File: config.mk
export PLATFORM = sky130hd
export DESIGN_NAME = ff_bank_arbiter_flat
export DESIGN_NICKNAME = d
export VERILOG_FILES = /design/src/rtl/ff_bank_arbiter_if.sv /design/src/rtl/ff_bank_arbiter.sv /design/src/flat_wrapper.sv
export SDC_FILE = /design/constraint.sdc
export NUM_CORES = 1
export LEC_CHECK = 0
export CELL_PAD_IN_SITES_DETAIL_PLACEMENT = 1
export CELL_PAD_IN_SITES_GLOBAL_PLACEMENT = 1
export CORE_MARGIN = 2
export CORE_UTILIZATION = 28
export CTS_BUF_LIST = sky130_fd_sc_hd__clkbuf_2 sky130_fd_sc_hd__clkbuf_4 sky130_fd_sc_hd__clkbuf_8
export DETAILED_ROUTE_END_ITERATION = 6
export MAX_ROUTING_LAYER = met4
export PLACE_DENSITY_LB_ADDON = 0.15
export SKIP_LAST_GASP = 1
export SLEW_MARGIN = 40
export SYNTH_ARGS = -nofsm -noshare
export SYNTH_HDL_FRONTEND = slang
export SYNTH_SLANG_ARGS = --single-unit
File: constraint.sdc
create_clock -name clk -period 3.35 [get_ports clk]
set_input_delay 1.005 -clock clk [delete_from_list [all_inputs] [get_ports clk]]
set_output_delay 1.005 -clock clk [all_outputs]
set_load 0.01 [all_outputs]
File: src/rtl/ff_bank_arbiter_if.sv
// Requester-side bus of the flop-bank arbiter: packed per-requester
// request/op/address/data lanes plus the shared grant/ack/response signals.
interface ff_bank_arbiter_if #(
    parameter int N_REQ = 4,
    parameter int DW    = 8,
    parameter int AW    = 4
);
    logic [N_REQ-1:0]    req;
    logic [N_REQ-1:0]    wr;
    logic [N_REQ*AW-1:0] addr;
    logic [N_REQ*DW-1:0] wdata;
    logic [N_REQ-1:0]    gnt;
    logic [N_REQ-1:0]    ack;
    logic                err;
    logic [DW-1:0]       rdata;

    modport master (output req, wr, addr, wdata, input gnt, ack, err, rdata);
    modport slave  (input req, wr, addr, wdata, output gnt, ack, err, rdata);
endinterface

File: src/rtl/ff_bank_arbiter.sv
// Round-robin controller sharing one write/read path of a DEPTH x DW flop bank
// among N_REQ requesters; also sequences a whole-bank synchronous clear.
//
// state  | meaning
// IDLE   | waiting; a clear request beats pending accesses
// ACCESS | winner granted; bank loads (write) or is sampled (read)
// RESP   | ack pulse with err/rdata; round-robin pointer moves to winner
// CLEAR  | one-cycle synchronous clear of every bank register
module ff_bank_arbiter #(
    parameter int N_REQ = 4,
    parameter int DW    = 8,
    parameter int DEPTH = 12,
    parameter int AW    = 4
) (
    input  logic                clk,
    input  logic                rst,
    ff_bank_arbiter_if.slave    bus,
    input  logic                clr_req,
    output logic                clr_ack,
    output logic                busy,
    output logic [DEPTH-1:0]    ff_en,
    output logic [DW-1:0]       ff_d,
    output logic                ff_clr,
    input  logic [DEPTH*DW-1:0] ff_q
);
    localparam int IW = (N_REQ > 1) ? $clog2(N_REQ) : 1;

    typedef enum logic [1:0] {IDLE, ACCESS, RESP, CLEAR} state_t;

    state_t        state_q, state_d;
    logic [IW-1:0] idx_q, rr_ptr_q, pick;
    logic          found;
    int            cand;
    logic          wr_q, err_q;
    logic [AW-1:0] addr_q;
    logic [DW-1:0] wdata_q, rdata_q, rd_sel;
    logic          in_range;
    logic          pick_wr;
    logic [AW-1:0] pick_addr;
    logic [DW-1:0] pick_wdata;

    // Extra top bit keeps the compare correct when DEPTH == 2**AW.
    assign in_range  = ({1'b0, addr_q} < (AW + 1)'(DEPTH));
    assign bus.rdata = rdata_q;

    // Round-robin search starting just past the last served requester.
    always_comb begin
        found = 1'b0;
        pick  = rr_ptr_q;
        cand  = 0;
        for (int k = 1; k <= N_REQ; k++) begin
            cand = (int'(rr_ptr_q) + k) % N_REQ;
            if (!found && bus.req[IW'(cand)]) begin
                found = 1'b1;
                pick  = IW'(cand);
            end
        end
    end

    // Operand mux for the winning requester.
    always_comb begin
        pick_wr    = 1'b0;
        pick_addr  = '0;
        pick_wdata = '0;
        for (int i = 0; i < N_REQ; i++) begin
            if (pick == IW'(i)) begin
                pick_wr    = bus.wr[i];
                pick_addr  = bus.addr[i*AW +: AW];
                pick_wdata = bus.wdata[i*DW +: DW];
            end
        end
    end

    // Bank read mux for the latched address.
    always_comb begin
        rd_sel = '0;
        for (int j = 0; j < DEPTH; j++) begin
            if (addr_q == AW'(j)) rd_sel = ff_q[j*DW +: DW];
        end
    end

    // State register.
    always_ff @(posedge clk or negedge rst) begin
        if (!rst) state_q <= IDLE;
        else      state_q <= state_d;
    end

    // Next state and output decode; outputs depend only on registered state.
    always_comb begin
        state_d = state_q;
        bus.gnt = '0;
        bus.ack = '0;
        bus.err = 1'b0;
        ff_en   = '0;
        ff_d    = '0;
        ff_clr  = 1'b0;
        clr_ack = 1'b0;
        busy    = (state_q != IDLE);
        case (state_q)
            IDLE: begin
                if (clr_req)    state_d = CLEAR;
                else if (found) state_d = ACCESS;
            end
            ACCESS: begin
                state_d = RESP;
                for (int i = 0; i < N_REQ; i++) bus.gnt[i] = (idx_q == IW'(i));
                if (wr_q && in_range) begin
                    for (int j = 0; j < DEPTH; j++) ff_en[j] = (addr_q == AW'(j));
                    ff_d = wdata_q;
                end
            end
            RESP: begin
                state_d = IDLE;
                for (int i = 0; i < N_REQ; i++) begin
                    bus.gnt[i] = (idx_q == IW'(i));
                    bus.ack[i] = (idx_q == IW'(i));
                end
                bus.err = err_q;
            end
            CLEAR: begin
                state_d = IDLE;
                ff_clr  = 1'b1;
                clr_ack = 1'b1;
            end
            default: state_d = IDLE;
        endcase
    end

    // Transaction latches, read capture and round-robin pointer.
    always_ff @(posedge clk or negedge rst) begin
        if (!rst) begin
            idx_q    <= '0;
            rr_ptr_q <= IW'(N_REQ - 1);
            wr_q     <= 1'b0;
            addr_q   <= '0;
            wdata_q  <= '0;
            err_q    <= 1'b0;
            rdata_q  <= '0;
        end else begin
            case (state_q)
                IDLE: begin
                    if (!clr_req && found) begin
                        idx_q   <= pick;
                        wr_q    <= pick_wr;
                        addr_q  <= pick_addr;
                        wdata_q <= pick_wdata;
                    end
                end
                ACCESS: begin
                    err_q <= !in_range;
                    if (!wr_q && in_range) rdata_q <= rd_sel;
                end
                RESP:    rr_ptr_q <= idx_q;
                default: ;
            endcase
        end
    end
endmodule

File: src/flat_wrapper.sv
// flat-port wrapper written by rule: the top's interface ports become plain ports
module ff_bank_arbiter_flat 
#(
    parameter int N_REQ = 4,
    parameter int DW    = 8,
    parameter int DEPTH = 12,
    parameter int AW    = 4
)
  (clk, rst, clr_req, clr_ack, busy, ff_en, ff_d, ff_clr, ff_q, bus_req, bus_wr, bus_addr, bus_wdata, bus_gnt, bus_ack, bus_err, bus_rdata);
  ff_bank_arbiter_if #(.N_REQ(N_REQ), .DW(DW), .AW(AW)) bus_i ();
  input  logic clk;
  input  logic rst;
  input  logic clr_req;
  output logic clr_ack;
  output logic busy;
  output logic [DEPTH-1:0] ff_en;
  output logic [DW-1:0] ff_d;
  output logic ff_clr;
  input  logic [DEPTH*DW-1:0] ff_q;
  input wire logic [$bits(bus_i.req)-1:0] bus_req;
  input wire logic [$bits(bus_i.wr)-1:0] bus_wr;
  input wire logic [$bits(bus_i.addr)-1:0] bus_addr;
  input wire logic [$bits(bus_i.wdata)-1:0] bus_wdata;
  output wire logic [$bits(bus_i.gnt)-1:0] bus_gnt;
  output wire logic [$bits(bus_i.ack)-1:0] bus_ack;
  output wire logic [$bits(bus_i.err)-1:0] bus_err;
  output wire logic [$bits(bus_i.rdata)-1:0] bus_rdata;
  assign bus_i.req = bus_req;
  assign bus_i.wr = bus_wr;
  assign bus_i.addr = bus_addr;
  assign bus_i.wdata = bus_wdata;
  assign bus_gnt = bus_i.gnt;
  assign bus_ack = bus_i.ack;
  assign bus_err = bus_i.err;
  assign bus_rdata = bus_i.rdata;
  ff_bank_arbiter #(.N_REQ(N_REQ), .DW(DW), .DEPTH(DEPTH), .AW(AW)) u_core (.clk(clk), .rst(rst), .bus(bus_i), .clr_req(clr_req), .clr_ack(clr_ack), .busy(busy), .ff_en(ff_en), .ff_d(ff_d), .ff_clr(ff_clr), .ff_q(ff_q));
endmodule
* Yosys cells after proc, flatten, opt, wreduce, memory -nomap -nowiden *
Cells that the tools add are included.

word-level totals
  register bits after elaboration = 28
  bits of input ports = 155
  output and inout port bits = 40
  word-level logic and storage cells = 114

operators by class
  add/sub/neg operators = 4
  $lt $le $gt $ge = 5
  equality and inequality tests = 21
  muxes and demuxes = 55
  reduce and logical (&&, ||, !) cells = 21

operator list
  operator             number
  $mux 8               18
  $mux 12              2
  $mux 4               6
  $mux 1               18
  $eq 4x3->1 const B   4
  $eq 4x4->1 const B   4
  $lt 2x4->1 const B   4
  $eq 2x2->1 const B   6
  $mux 2               6
  $bmux 1 s2           4
  $eq 4x2->1 const B   2
  $eq 2x1->1 const B   3
  $logic_and 1x1->1    6
  $logic_not 1->1      6
  $logic_not 2->1      3
  $pmux 2 s3           1
  $add 2x1->2 const B  2
  $add 2x2->2 const B  2
  $eq 4x1->1 const B   1
  $logic_not 4->1      1
  $lt 4x4->1 const B   1
  $reduce_and 2->1     2
  $reduce_or 2->1      2
  $ne 3x2->1 const B   1
  $reduce_bool 2->1    1

* Depth between registers and ports, before layout *
Gate-level depths: netlist of the first run.

  depth after elaboration = 19
  mapped depth = 8
  gate-level depth less buffers = 7

* Worst setup path before layout of the first run *
OpenSTA, ideal clock, no wires.

  path kind = flip-flop to output port
  start point = register u_core.addr_q[2]
  end point = output ff_en[0]
  arrival = 1.566 ns
  data required time = 2.345 ns
  path slack = 0.779 ns
  stages on the path, launching flop included = 8
  buffers on the path = 3
  cell sequence = dfrtp_1 > clkbuf_1 > clkbuf_1 > nand2_1 > and3_1 > clkbuf_1 > nand2_1 > nor3_1

between the ends
  word-level cells in the longest chain between the ends = 4
  elaborated cells on any way between the ends = 5
  classes of those cells = order compare: 1; mux: 2; reduce/logical: 2

ends and longest elaborated chain
  what                    line                    source
  from (decl)             ff_bank_arbiter.sv:35   logic [AW-1:0] addr_q;
  from (signal assigned)  ff_bank_arbiter.sv:145  addr_q <= pick_addr;
  $lt 4x4->1              ff_bank_arbiter.sv:43   assign in_range = ({1'b0, addr_q} < (AW + 1)'(DEPTH));
  $logic_and 1x1->1       ff_bank_arbiter.sv:107  if (wr_q && in_range) begin
  $mux 12 (*)             ff_bank_arbiter.sv:107
  $mux 12 (*)             ff_bank_arbiter.sv:99   case (state_q)
  to (decl)               flat_wrapper.sv:16      output logic [DEPTH-1:0] ff_en;

Mark *: on every way between the ends. The rest lies on a longest branch, timed or not.

* Worst setup path in the final report of the first run *
  start point = register u_core.state_q[1]
  end point = output ff_en[9]

between the ends
  word-level cells in the longest chain between the ends = 2

ends and longest elaborated chain
  what                    line                   source
  from (decl)             ff_bank_arbiter.sv:30  state_t state_q, state_d;
  from (signal assigned)  ff_bank_arbiter.sv:85  else state_q <= state_d;
  $eq 2x1->1              ff_bank_arbiter.sv:99
  $mux 12                 ff_bank_arbiter.sv:99

Every way passes these cells.

==> results.py, run 1 <==
metrics = {
    "outcome": {
        "outcome": "finished, final reports clean",
    },
    "timing": {
        "hold_viol": 0,
        "relSlewSlack_pct": 55.38,
        "worst_pin_slew_ps": 667.9,
        "fmax_ghz": 0.3149,
        "worst_hold_slack_ps": 514.7,
        "finalCritPeriodShare_pct": 94.79,
        "period_needed_ps": 3175,
        "tns_ps": 0,
        "finalSetupViolCount": 0,
        "rsz0062_at_grt": "no",
        "drv_slew": 0,
        "skew_ps": 6.106,
    },
    "detailed_routing": {
        "num_vias": 3409,
        "m1WireLength_um": 4904,
        "via_per_inst": 5.229,
        "wl_met3_um": 1023,
        "post_drt_wl_per_cell_um": 18.24,
        "wl_met2_um": 5755,
        "drtPass1Iterations": 4,
        "wl_um": 11900,
        "drcViolationCount": 0,
        "highest_layer": "met4",
        "ant_nets": 0,
        "drt_iter0_drc": 82,
    },
    "cts": {
        "cts-hold-fix-buffers": 0,
        "cts_root_buffer": "clkbuf_8",
        "clkLatencyLatePin_ps": 270,
        "cts_tree": "done",
        "cts_sinks": 28,
        "htree_levels": 1,
        "clock_path_buffers": 2,
        "clk_pin_slew_worst_paths_ps": 100,
        "numCtsBuffers": 3,
    },
    "worst_setup_path": {
        "critPathArrivalTime_ps": 2170,
        "end_kind": "primary output",
        "cp.buffers_inverters": 3,
        "cp-start-kind": "flop",
        "cp_slowest_cell": "clkdlybuf4s50_1",
        "worstPathMaxFanout": 6,
        "crit_chain": "inv_1, ha_1, buf_4, nand3_1, nor3_1, clkdlybuf4s50_1",
        "critPathKind": "flop to primary output",
        "required_ps": 2340,
        "worstReg2RegStart": "u_core.addr_q[0]$_DFFE_PN0P_",
        "crit_family": "buffers and inverters",
        "crit_cells": 6,
        "rr_worst_depth": 7,
        "rrSetupSlack_ps": 1030,
        "crit_path_max_incr_delay_ps": 580,
        "r2r-end": "u_core.bus.rdata[2]$_DFFE_PN0P_",
    },
    "final_layout": {
        "antennaDiodeCount": 0,
        "register_area_um2": 704.4,
        "multi_input_area_mm2": 0.002002,
        "final_util_pct": 49.21,
        "fill_cells": 1223,
        "finalInstanceArea_mm2": 0.005035,
        "fin_nets": 677,
        "drive_above_1_share_pct": 11.05,
        "area_growth_pct": 72.33,
    },
    "power_and_ir_drop": {
        "seqPwrFrac_pct": 21.3,
        "switching_share_pct": 44.41,
        "p_sw_w": 0.001462,
        "p_clk_share_pct": 6.4,
        "power.density_mw_per_mm2": 654.1,
        "vdd_drop_max_mv": 0.3215,
        "total_power_w": 0.003293,
        "p_int_w": 0.001831,
        "pwr-share-comb_pct": 72.2,
        "cellLeakagePower_nw": 1.947,
    },
    "job": {
        "drv_cap": 0,
    },
    "floorplanning": {
        "ioPinCount": 195,
        "die_y_um": 106.1,
        "die_w_um": 106.1,
        "start_util_pct": 28.56,
        "rows": 37,
        "core_area_mm2": 0.01023,
        "die_area_mm2": 0.01127,
    },
    "yosys": {
        "synth_cells": 331,
        "synth_compound_area_share_pct": 21.50,
        "synthSimpleGateAreaFrac_pct": 21.67,
        "yosys.area_share.adder_pct": 2.141,
        "synth-main-ff-cell": "dfrtp_1",
        "ys_top_cells_by_count": "nor2_1, dfrtp_1, a21oi_1, nand2_1, o21ai_0",
        "synth_edf_count": 0,
        "synth.ff_latch_count": 28,
        "synthesis.area_mm2": 0.002922,
        "synth_xor_area_share_pct": 0,
        "syn_avg_cell_area_um2": 8.826,
        "synth_nets": 491,
        "synth_top_area_cell": "dfrtp_1",
        "ys_seq_area_share_pct": 24.07,
        "synth_cell_types": 59,
        "ys_warn_count": 0,
        "ys_top_cells_by_area": "dfrtp_1, mux4_2, mux2i_1",
        "synth_mux_area_share_pct": 22.87,
        "synth_top_area_share_pct": 22.27,
        "synth_top_family_by_area": "multiplexers",
        "synth_most_common_cell": "nor2_1",
        "synthArstFlopShare_pct": 100.0,
    },
    "placement": {
        "dp_hpwl_um": 9943,
        "io_buffer_count": 194,
        "place_congestion": 0.8729,
        "place_area_mm2": 0.004975,
    },
    "global_routing": {
        "antenna_found_initial": 0,
        "grt_pass1_wl_um": 18560,
        "first_global_vias": 3712,
        "grt_max_degree": 40,
        "grt_overflow": 0,
        "grt_util_all_layers_pct": 21.00,
    },
    "hold_path": {
        "holdPathStages": 1,
        "hold_path_class": "flop to flop",
        "hold_end": "u_core.wdata_q[0]$_DFFE_PN0P_",
        "min_from": "u_core.wdata_q[0]$_DFFE_PN0P_",
    },
}
-- placed cells by master, fill, tap and decap left out, types with 9 or more instances in the layout --
| cell | instances |
|---|---|
| clkdlybuf4s50_1 | 194 |
| nor2_1 | 27 |
| dfrtp_1 | 25 |
| a21oi_1 | 24 |
| nand2_1 | 17 |
| o21ai_0 | 17 |
| mux2i_1 | 15 |
| buf_4 | 15 |
| inv_1 | 13 |
| nor2b_1 | 11 |
| nand3_1 | 10 |
| mux2_2 | 10 |
| o22ai_1 | 10 |
| and2_1 | 9 |
| nand2b_1 | 9 |
-- sequential cells by signal (all words and copies together) (netlist names) --
signal	flops
u_core.addr_q	4
u_core.idx_q	2
u_core.rr_ptr_q	2
u_core.state_q	2
u_core.bus.rdata	8
u_core.wr_q	1
u_core.wdata_q	8
u_core.err_q	1
-- cell families after synthesis --
logic type / after synthesis
simple gates: 119
compound gates: 93
mux: 45
buf+inv: 41
flops: 28
fa+ha+maj: 5
-- metrics by stage --
stage / setup WS, ps / std cells
final: 174.6 / 652
after global routing: 29.56 / 652
after CTS: 138.3 / 652
after detailed placement: 169.3 / 648
after global placement: 284.8 / 648
after floorplan: 779.1 / 331
-- cell type report --
cell class	instances	area share [%]
clock buffer	4	1.093
inverter	13	0.9692
multi-input combinational	262	39.76
sequential	28	13.99
tap	136	3.380
timing repair buffer	209	40.81
-- power groups by stage --
stage / logic, W / registers, W / clock network, W
2_1_floorplan: 0.00162 / 0.000638 / 0
3_3_place_gp: 0.00233 / 0.000697 / 0
3_5_place_dp: 0.00240 / 0.000711 / 0
4_1_cts: 0.00241 / 0.000704 / 0.000219
5_1_grt: 0.00261 / 0.000735 / 0.000232
6_report: 0.00238 / 0.000702 / 0.000212
-- how the worst max path moves through the flow --
stage	start	end	slack [ps]
floorplan	u_core.addr_q[2]$_DFFE_PN0P_	ff_en[0]	780
global placement	bus_req[0]	u_core.wdata_q[1]$_DFFE_PN0P_	280
detailed placement	bus_req[0]	u_core.wdata_q[1]$_DFFE_PN0P_	170
CTS	u_core.state_q[1]$_DFFE_PN0P_	ff_en[9]	140
global route	u_core.state_q[1]$_DFFE_PN0P_	ff_en[4]	30
finish	u_core.state_q[1]$_DFFE_PN0P_	ff_en[9]	170
-- routing by layer --
layer,GRT usage (%),vias to the layer above
li1,-,1611
met1,25.48,1631
met2,35.39,153
met3,4.598,14
met4,5.545,0
met5,-,-
-- what timing repair did --
item,in CTS,in global routing
setup endpoints to repair,0,1
hold endpoints to repair,0,0
resized for setup,0,1
buffers inserted,0,0
(Power assumes the default switching activity.)
==> inputs of run 2 (changes only) <==
--- a/config.mk
+++ b/config.mk
@@ -13,6 +13,7 @@
 export DETAILED_ROUTE_END_ITERATION = 6
 export MAX_ROUTING_LAYER = met4
 export PLACE_DENSITY_LB_ADDON = 0.15
+export REMOVE_ABC_BUFFERS = 1
 export SKIP_LAST_GASP = 1
 export SLEW_MARGIN = 40
 export SYNTH_ARGS = -nofsm -noshare
==> run 2 against run 1 <==
Against the previous run: sequential share of layout area about the same; register-to-register slack better by 110 ps; clock skew is 1.6 ps lower; global-route usage decreased by 0.15 points; power decreased by 0.40%; critical endpoint is now ff_en[0]; largest cell class unchanged; cell count down 0.15%.
==> results.py, run 2 (synthesized netlist as in run 1, its figures left out) <==
metrics = {
    "detailed_routing": {
        "post_drt_wl_per_cell_um": 17.82,
        "wl_um": 11600,
        "drt_iter0_drc": 53,
        "drtPass1Iterations": 4,
        "num_vias": 3340,
        "via_per_inst": 5.131,
        "drcViolationCount": 0,
        "ant_nets": 0,
    },
    "final_layout": {
        "fill_cells": 1213,
        "final_cells": 651,
        "final_cell_mix": "clkdlybuf4s50_1, nor2_1, dfrtp_1, a21oi_1",
        "register_area_um2": 704.4,
        "area_growth_pct": 72.03,
        "fin_nets": 676,
        "final_util_pct": 49.13,
        "multi_input_area_mm2": 0.002001,
        "antennaDiodeCount": 0,
        "final_common_cell": "clkdlybuf4s50_1",
        "drive_above_1_share_pct": 11.07,
    },
    "hold_path": {
        "min_from": "u_core.wdata_q[1]$_DFFE_PN0P_",
        "holdPathStages": 1,
        "hold_end": "u_core.wdata_q[1]$_DFFE_PN0P_",
        "hold_path_class": "flop to flop",
    },
    "floorplanning": {
        "ioPinCount": 195,
        "rows": 37,
        "die_y_um": 106.1,
        "start_util_pct": 28.56,
        "die_w_um": 106.1,
        "die_area_mm2": 0.01127,
        "core_area_mm2": 0.01023,
    },
    "timing": {
        "fmax_ghz": 0.3116,
        "finalCritPeriodShare_pct": 95.81,
        "worst_hold_slack_ps": 510.5,
        "period_needed_ps": 3210,
        "worst_slack_ps": 140.3,
        "skew_ps": 4.485,
        "drv_slew": 0,
        "hold_viol": 0,
        "relSlewSlack_pct": 55.07,
        "worst_pin_slew_ps": 672.4,
        "finalSetupViolCount": 0,
    },
    "cts": {
        "numCtsBuffers": 3,
        "clk_pin_slew_worst_paths_ps": 90,
        "cts-hold-fix-buffers": 0,
        "cts_tree": "done",
        "cts_repair_resize_count": 0,
        "cts_sinks": 28,
        "cts_setup_buffers": 0,
        "htree_levels": 1,
        "clock_path_buffers": 2,
        "clkLatencyLatePin_ps": 270,
        "cts_root_buffer": "clkbuf_8",
    },
    "worst_setup_path": {
        "end_kind": "primary output",
        "worstReg2RegStart": "u_core.rr_ptr_q[1]$_DFFE_PN1P_",
        "crit_family": "buffers and inverters",
        "worstPathMaxFanout": 7,
        "required_ps": 2340,
        "crit_path_max_incr_delay_ps": 560,
        "cp.buffers_inverters": 2,
        "cp_slowest_cell": "clkdlybuf4s50_1",
        "cp-start-kind": "flop",
        "critPathArrivalTime_ps": 2200,
        "crit_chain": "inv_1, ha_2, and3_2, nand2_1, nor3_1, clkdlybuf4s50_1",
        "r2r-end": "u_core.wdata_q[0]$_DFFE_PN0P_",
        "rrSetupSlack_ps": 1140,
        "rr_worst_depth": 5,
        "critPathKind": "flop to primary output",
    },
    "global_routing": {
        "grt_util_all_layers_pct": 20.85,
        "grt_pass1_wl_um": 18300,
        "first_global_vias": 3513,
        "grt_max_degree": 32,
        "antenna_found_initial": 0,
        "grt_overflow": 0,
    },
    "placement": {
        "io_buffer_count": 194,
        "post-place-ws_ps": 214.9,
        "place_congestion": 0.8361,
        "dp_hpwl_um": 9709,
        "placed_cells": 647,
    },
    "power_and_ir_drop": {
        "cellLeakagePower_nw": 1.940,
        "vdd_drop_max_mv": 0.2703,
        "power.density_mw_per_mm2": 652.7,
    },
    "job": {
        "drv_cap": 0,
    },
    "outcome": {
        "outcome": "finished, final reports clean",
    },
}
run 2: cell types whose count changed in the layout (fill, tap and decap cells not counted):
| cell | previous run | this run |
|---|---|---|
| and3_1 | 3 | 2 |
| and3_2 | 0 | 1 |
| buf_4 | 15 | 14 |
| ha_1 | 5 | 4 |
| ha_2 | 0 | 1 |
| nor3_1 | 8 | 9 |
| nor3_2 | 2 | 1 |
run 2: final cells by class:
cell class | instances | area share [%]
Timing Repair Buffer | 208 | 40.73
Multi-Input combinational cell | 262 | 39.81
Sequential cell | 28 | 14.02
Tap cell | 136 | 3.386
Clock buffer | 4 | 1.095
Inverter | 13 | 0.9709
run 2: layer usage:
metal	GRT usage (%)	wire length [µm]	vias to the layer above
met5	-	0	-
met2	35.67	5609	129
met1	26.02	5070	1596
li1	-	-	1613
met3	4.598	883	2
met4	2.538	35	0
run 2: metrics by stage:
stage	TNS, ps	power, W	cell area [µm²]
after global routing	-1.992	0.003576	5026
after floorplan	0	0.002092	2744
after detailed placement	0	0.003104	4967
after global placement	0	0.003042	4967
after CTS	0	0.003319	5022
final	0	0.003280	5026
run 2: worst max-delay path by stage:
stage,cells after the start,end,startpoint
detailed placement,6,u_core.wr_q$_DFFE_PN0P_,bus_req[0]
global route,6,ff_en[0],u_core.state_q[1]$_DFFE_PN0P_
floorplan,4,u_core.addr_q[1]$_DFFE_PN0P_,bus_req[1]
CTS,6,ff_en[0],u_core.state_q[1]$_DFFE_PN0P_
global placement,6,u_core.wdata_q[1]$_DFFE_PN0P_,bus_req[0]
finish,6,ff_en[0],u_core.state_q[1]$_DFFE_PN0P_
run 2: power breakdown:
| part | leakage (nW) | internal (W) | switching (W) |
|---|---|---|---|
| combinational | 1.58 | 0.00120 | 0.00118 |
| clock | 0.0288 | 0.000105 | 0.0000973 |
| sequential | 0.329 | 0.000520 | 0.000173 |
| total | 1.94 | 0.00183 | 0.00145 |
==> inputs of run 3 (changes only) <==
--- a/config.mk
+++ b/config.mk
@@ -11,6 +11,7 @@
 export CORE_UTILIZATION = 28
 export CTS_BUF_LIST = sky130_fd_sc_hd__clkbuf_2 sky130_fd_sc_hd__clkbuf_4 sky130_fd_sc_hd__clkbuf_8
 export DETAILED_ROUTE_END_ITERATION = 6
+export GPL_TIMING_DRIVEN = 0
 export MAX_ROUTING_LAYER = met4
 export PLACE_DENSITY_LB_ADDON = 0.15
 export REMOVE_ABC_BUFFERS = 1
==> run 3 against run 2 <==
Against the previous run: routed wire length up 2.4%; sequential power up 22%; first-iteration DRC count up 43%; setup slack better by 5.4 ps; clock skew about the same; flip-flop and latch count unchanged; via count down 0.57%; non-clock buffer count down 10; critical endpoint unchanged; largest cell class is now multi-input combinational cells.
==> results.py, run 3 (synthesized netlist as in run 1, its figures left out) <==
metrics = {
    "final_layout": {
        "fin_nets": 666,
        "fill_cells": 1170,
        "final_common_cell": "clkdlybuf4s50_1",
        "area_growth_pct": 71.39,
        "drive_above_1_share_pct": 10.89,
        "final_cell_mix": "clkdlybuf4s50_1, nor2_1, a21oi_1, dfrtp_1",
        "antennaDiodeCount": 0,
    },
    "cts": {
        "numCtsBuffers": 3,
        "clk_pin_slew_worst_paths_ps": 100,
        "clkLatencyLatePin_ps": 270,
        "cts_sinks": 28,
        "clock_path_buffers": 2,
        "cts_root_buffer": "clkbuf_8",
        "htree_levels": 1,
        "cts-hold-fix-buffers": 0,
        "cts_tree": "done",
    },
    "global_routing": {
        "first_global_vias": 3540,
        "grt_max_degree": 46,
        "grt_util_all_layers_pct": 21.16,
        "grt_overflow": 0,
        "antenna_found_initial": 0,
        "grt_pass1_wl_um": 18660,
    },
    "detailed_routing": {
        "drcViolationCount": 0,
        "drtPass1Iterations": 4,
        "wl_um": 11870,
        "ant_nets": 0,
        "post_drt_wl_per_cell_um": 18.52,
        "drt_iter0_drc": 76,
        "via_per_inst": 5.181,
        "num_vias": 3321,
    },
    "worst_setup_path": {
        "cp-start-kind": "flop",
        "critPathKind": "flop to primary output",
        "required_ps": 2340,
        "worstPathMaxFanout": 21,
        "end_kind": "primary output",
        "critPathArrivalTime_ps": 2200,
    },
    "timing": {
        "worst_pin_slew_ps": 661.9,
        "tns_ps": 0,
        "finalSetupViolCount": 0,
        "skew_ps": 4.637,
        "finalCritPeriodShare_pct": 95.65,
        "fmax_ghz": 0.3121,
        "period_needed_ps": 3204,
        "drv_slew": 0,
        "hold_viol": 0,
        "rsz0062_at_grt": "yes",
        "worst_hold_slack_ps": 507.8,
        "relSlewSlack_pct": 55.78,
    },
    "placement": {
        "place_congestion": 0.8614,
        "io_buffer_count": 194,
        "dp_hpwl_um": 9339,
    },
    "floorplanning": {
        "ioPinCount": 195,
        "core_area_mm2": 0.01023,
        "start_util_pct": 28.56,
        "die_area_mm2": 0.01127,
        "die_y_um": 106.1,
        "rows": 37,
        "die_w_um": 106.1,
    },
    "power_and_ir_drop": {
        "p_int_w": 0.001823,
        "p_clk_share_pct": 5.9,
        "vdd_drop_max_mv": 0.2769,
        "pwr-share-comb_pct": 68.7,
        "total_power_w": 0.003320,
        "switching_share_pct": 45.10,
        "seqPwrFrac_pct": 25.3,
        "cellLeakagePower_nw": 1.904,
        "power.density_mw_per_mm2": 663.1,
        "p_sw_w": 0.001498,
    },
    "hold_path": {
        "hold_path_class": "flop to flop",
    },
    "job": {
        "drv_cap": 0,
    },
    "outcome": {
        "outcome": "finished, final reports clean",
    },
}
run 3: layout make-up:
type | count | area [µm²] | share of cell area, %
Multi-Input combinational cell | 262 | 2022 | 40.38
Timing Repair Buffer | 198 | 2004 | 40.03
Sequential cell | 28 | 713.2 | 14.24
Tap cell | 136 | 170.2 | 3.398
Clock buffer | 4 | 48.80 | 0.9745
Inverter | 13 | 48.80 | 0.9745
run 3: per-stage QoR:
| stage | instance area, µm² | utilization (%) | instances | setup WS, ps |
|---|---|---|---|---|
| 6_report | 5007 | 48.94 | 641 | 145.7 |
| 5_1_grt | 5007 | 48.94 | 641 | -8.359 |
| 4_1_cts | 4964 | 48.51 | 640 | -17.39 |
| 3_5_place_dp | 4876 | 47.66 | 635 | -21.51 |
| 3_3_place_gp | 4856 | 47.46 | 633 | -935.1 |
| 2_1_floorplan | 2744 | - | 303 | 430.3 |
run 3: final timing paths:
| check | slack [ps] | endpoint | from | cells after the start |
|---|---|---|---|---|
| max | 150 | ff_en[0] | u_core.addr_q[3]$_DFFE_PN0P_ | 4 |
| min | 510 | u_core.wdata_q[1]$_DFFE_PN0P_ | u_core.wdata_q[1]$_DFFE_PN0P_ | 1 |
| max reg2reg | 1110 | u_core.wr_q$_DFFE_PN0P_ | u_core.rr_ptr_q[1]$_DFFE_PN1P_ | 5 |
| min reg2reg | 510 | u_core.wdata_q[1]$_DFFE_PN0P_ | u_core.wdata_q[1]$_DFFE_PN0P_ | 1 |
| max in group asynchronous | 2110 | u_core.addr_q[0]$_DFFE_PN0P_ | rst | 1 |
| min in group asynchronous | 750 | u_core.idx_q[0]$_DFFE_PN0P_ | rst | 1 |
run 3: metal layers:
metal / vias to the layer above / routed length [µm] / global-route usage [%]
met5: - / 0 / -
met4: 0 / 100 / 3.008
met3: 8 / 951 / 4.292
met2: 141 / 5846 / 36.13
met1: 1582 / 4975 / 26.55
li1: 1590 / - / -
run 3: power by group through the flow:
stage / Combinational (W) / Clock [W] / Sequential [W]
2_1_floorplan: 0.00131 / 0 / 0.000783
3_3_place_gp: 0.00208 / 0 / 0.000874
3_5_place_dp: 0.00212 / 0 / 0.000895
4_1_cts: 0.00222 / 0.000204 / 0.000863
5_1_grt: 0.00249 / 0.000223 / 0.000882
6_report: 0.00228 / 0.000197 / 0.000841
run 3: timing repair:
action | 4_1_cts | 5_1_grt
setup buffers | 1 | 1
endpoints found under the setup margin | 20 | 11
pin swaps | 0 | 1
gates resized for setup | 5 | 5
run 3: worst max-delay path: stages (launching register included):
cell	delay [ps]
dfrtp_2	570
nor2_1	400
nand2_1	210
nor3_1	180
clkdlybuf4s50_1	560
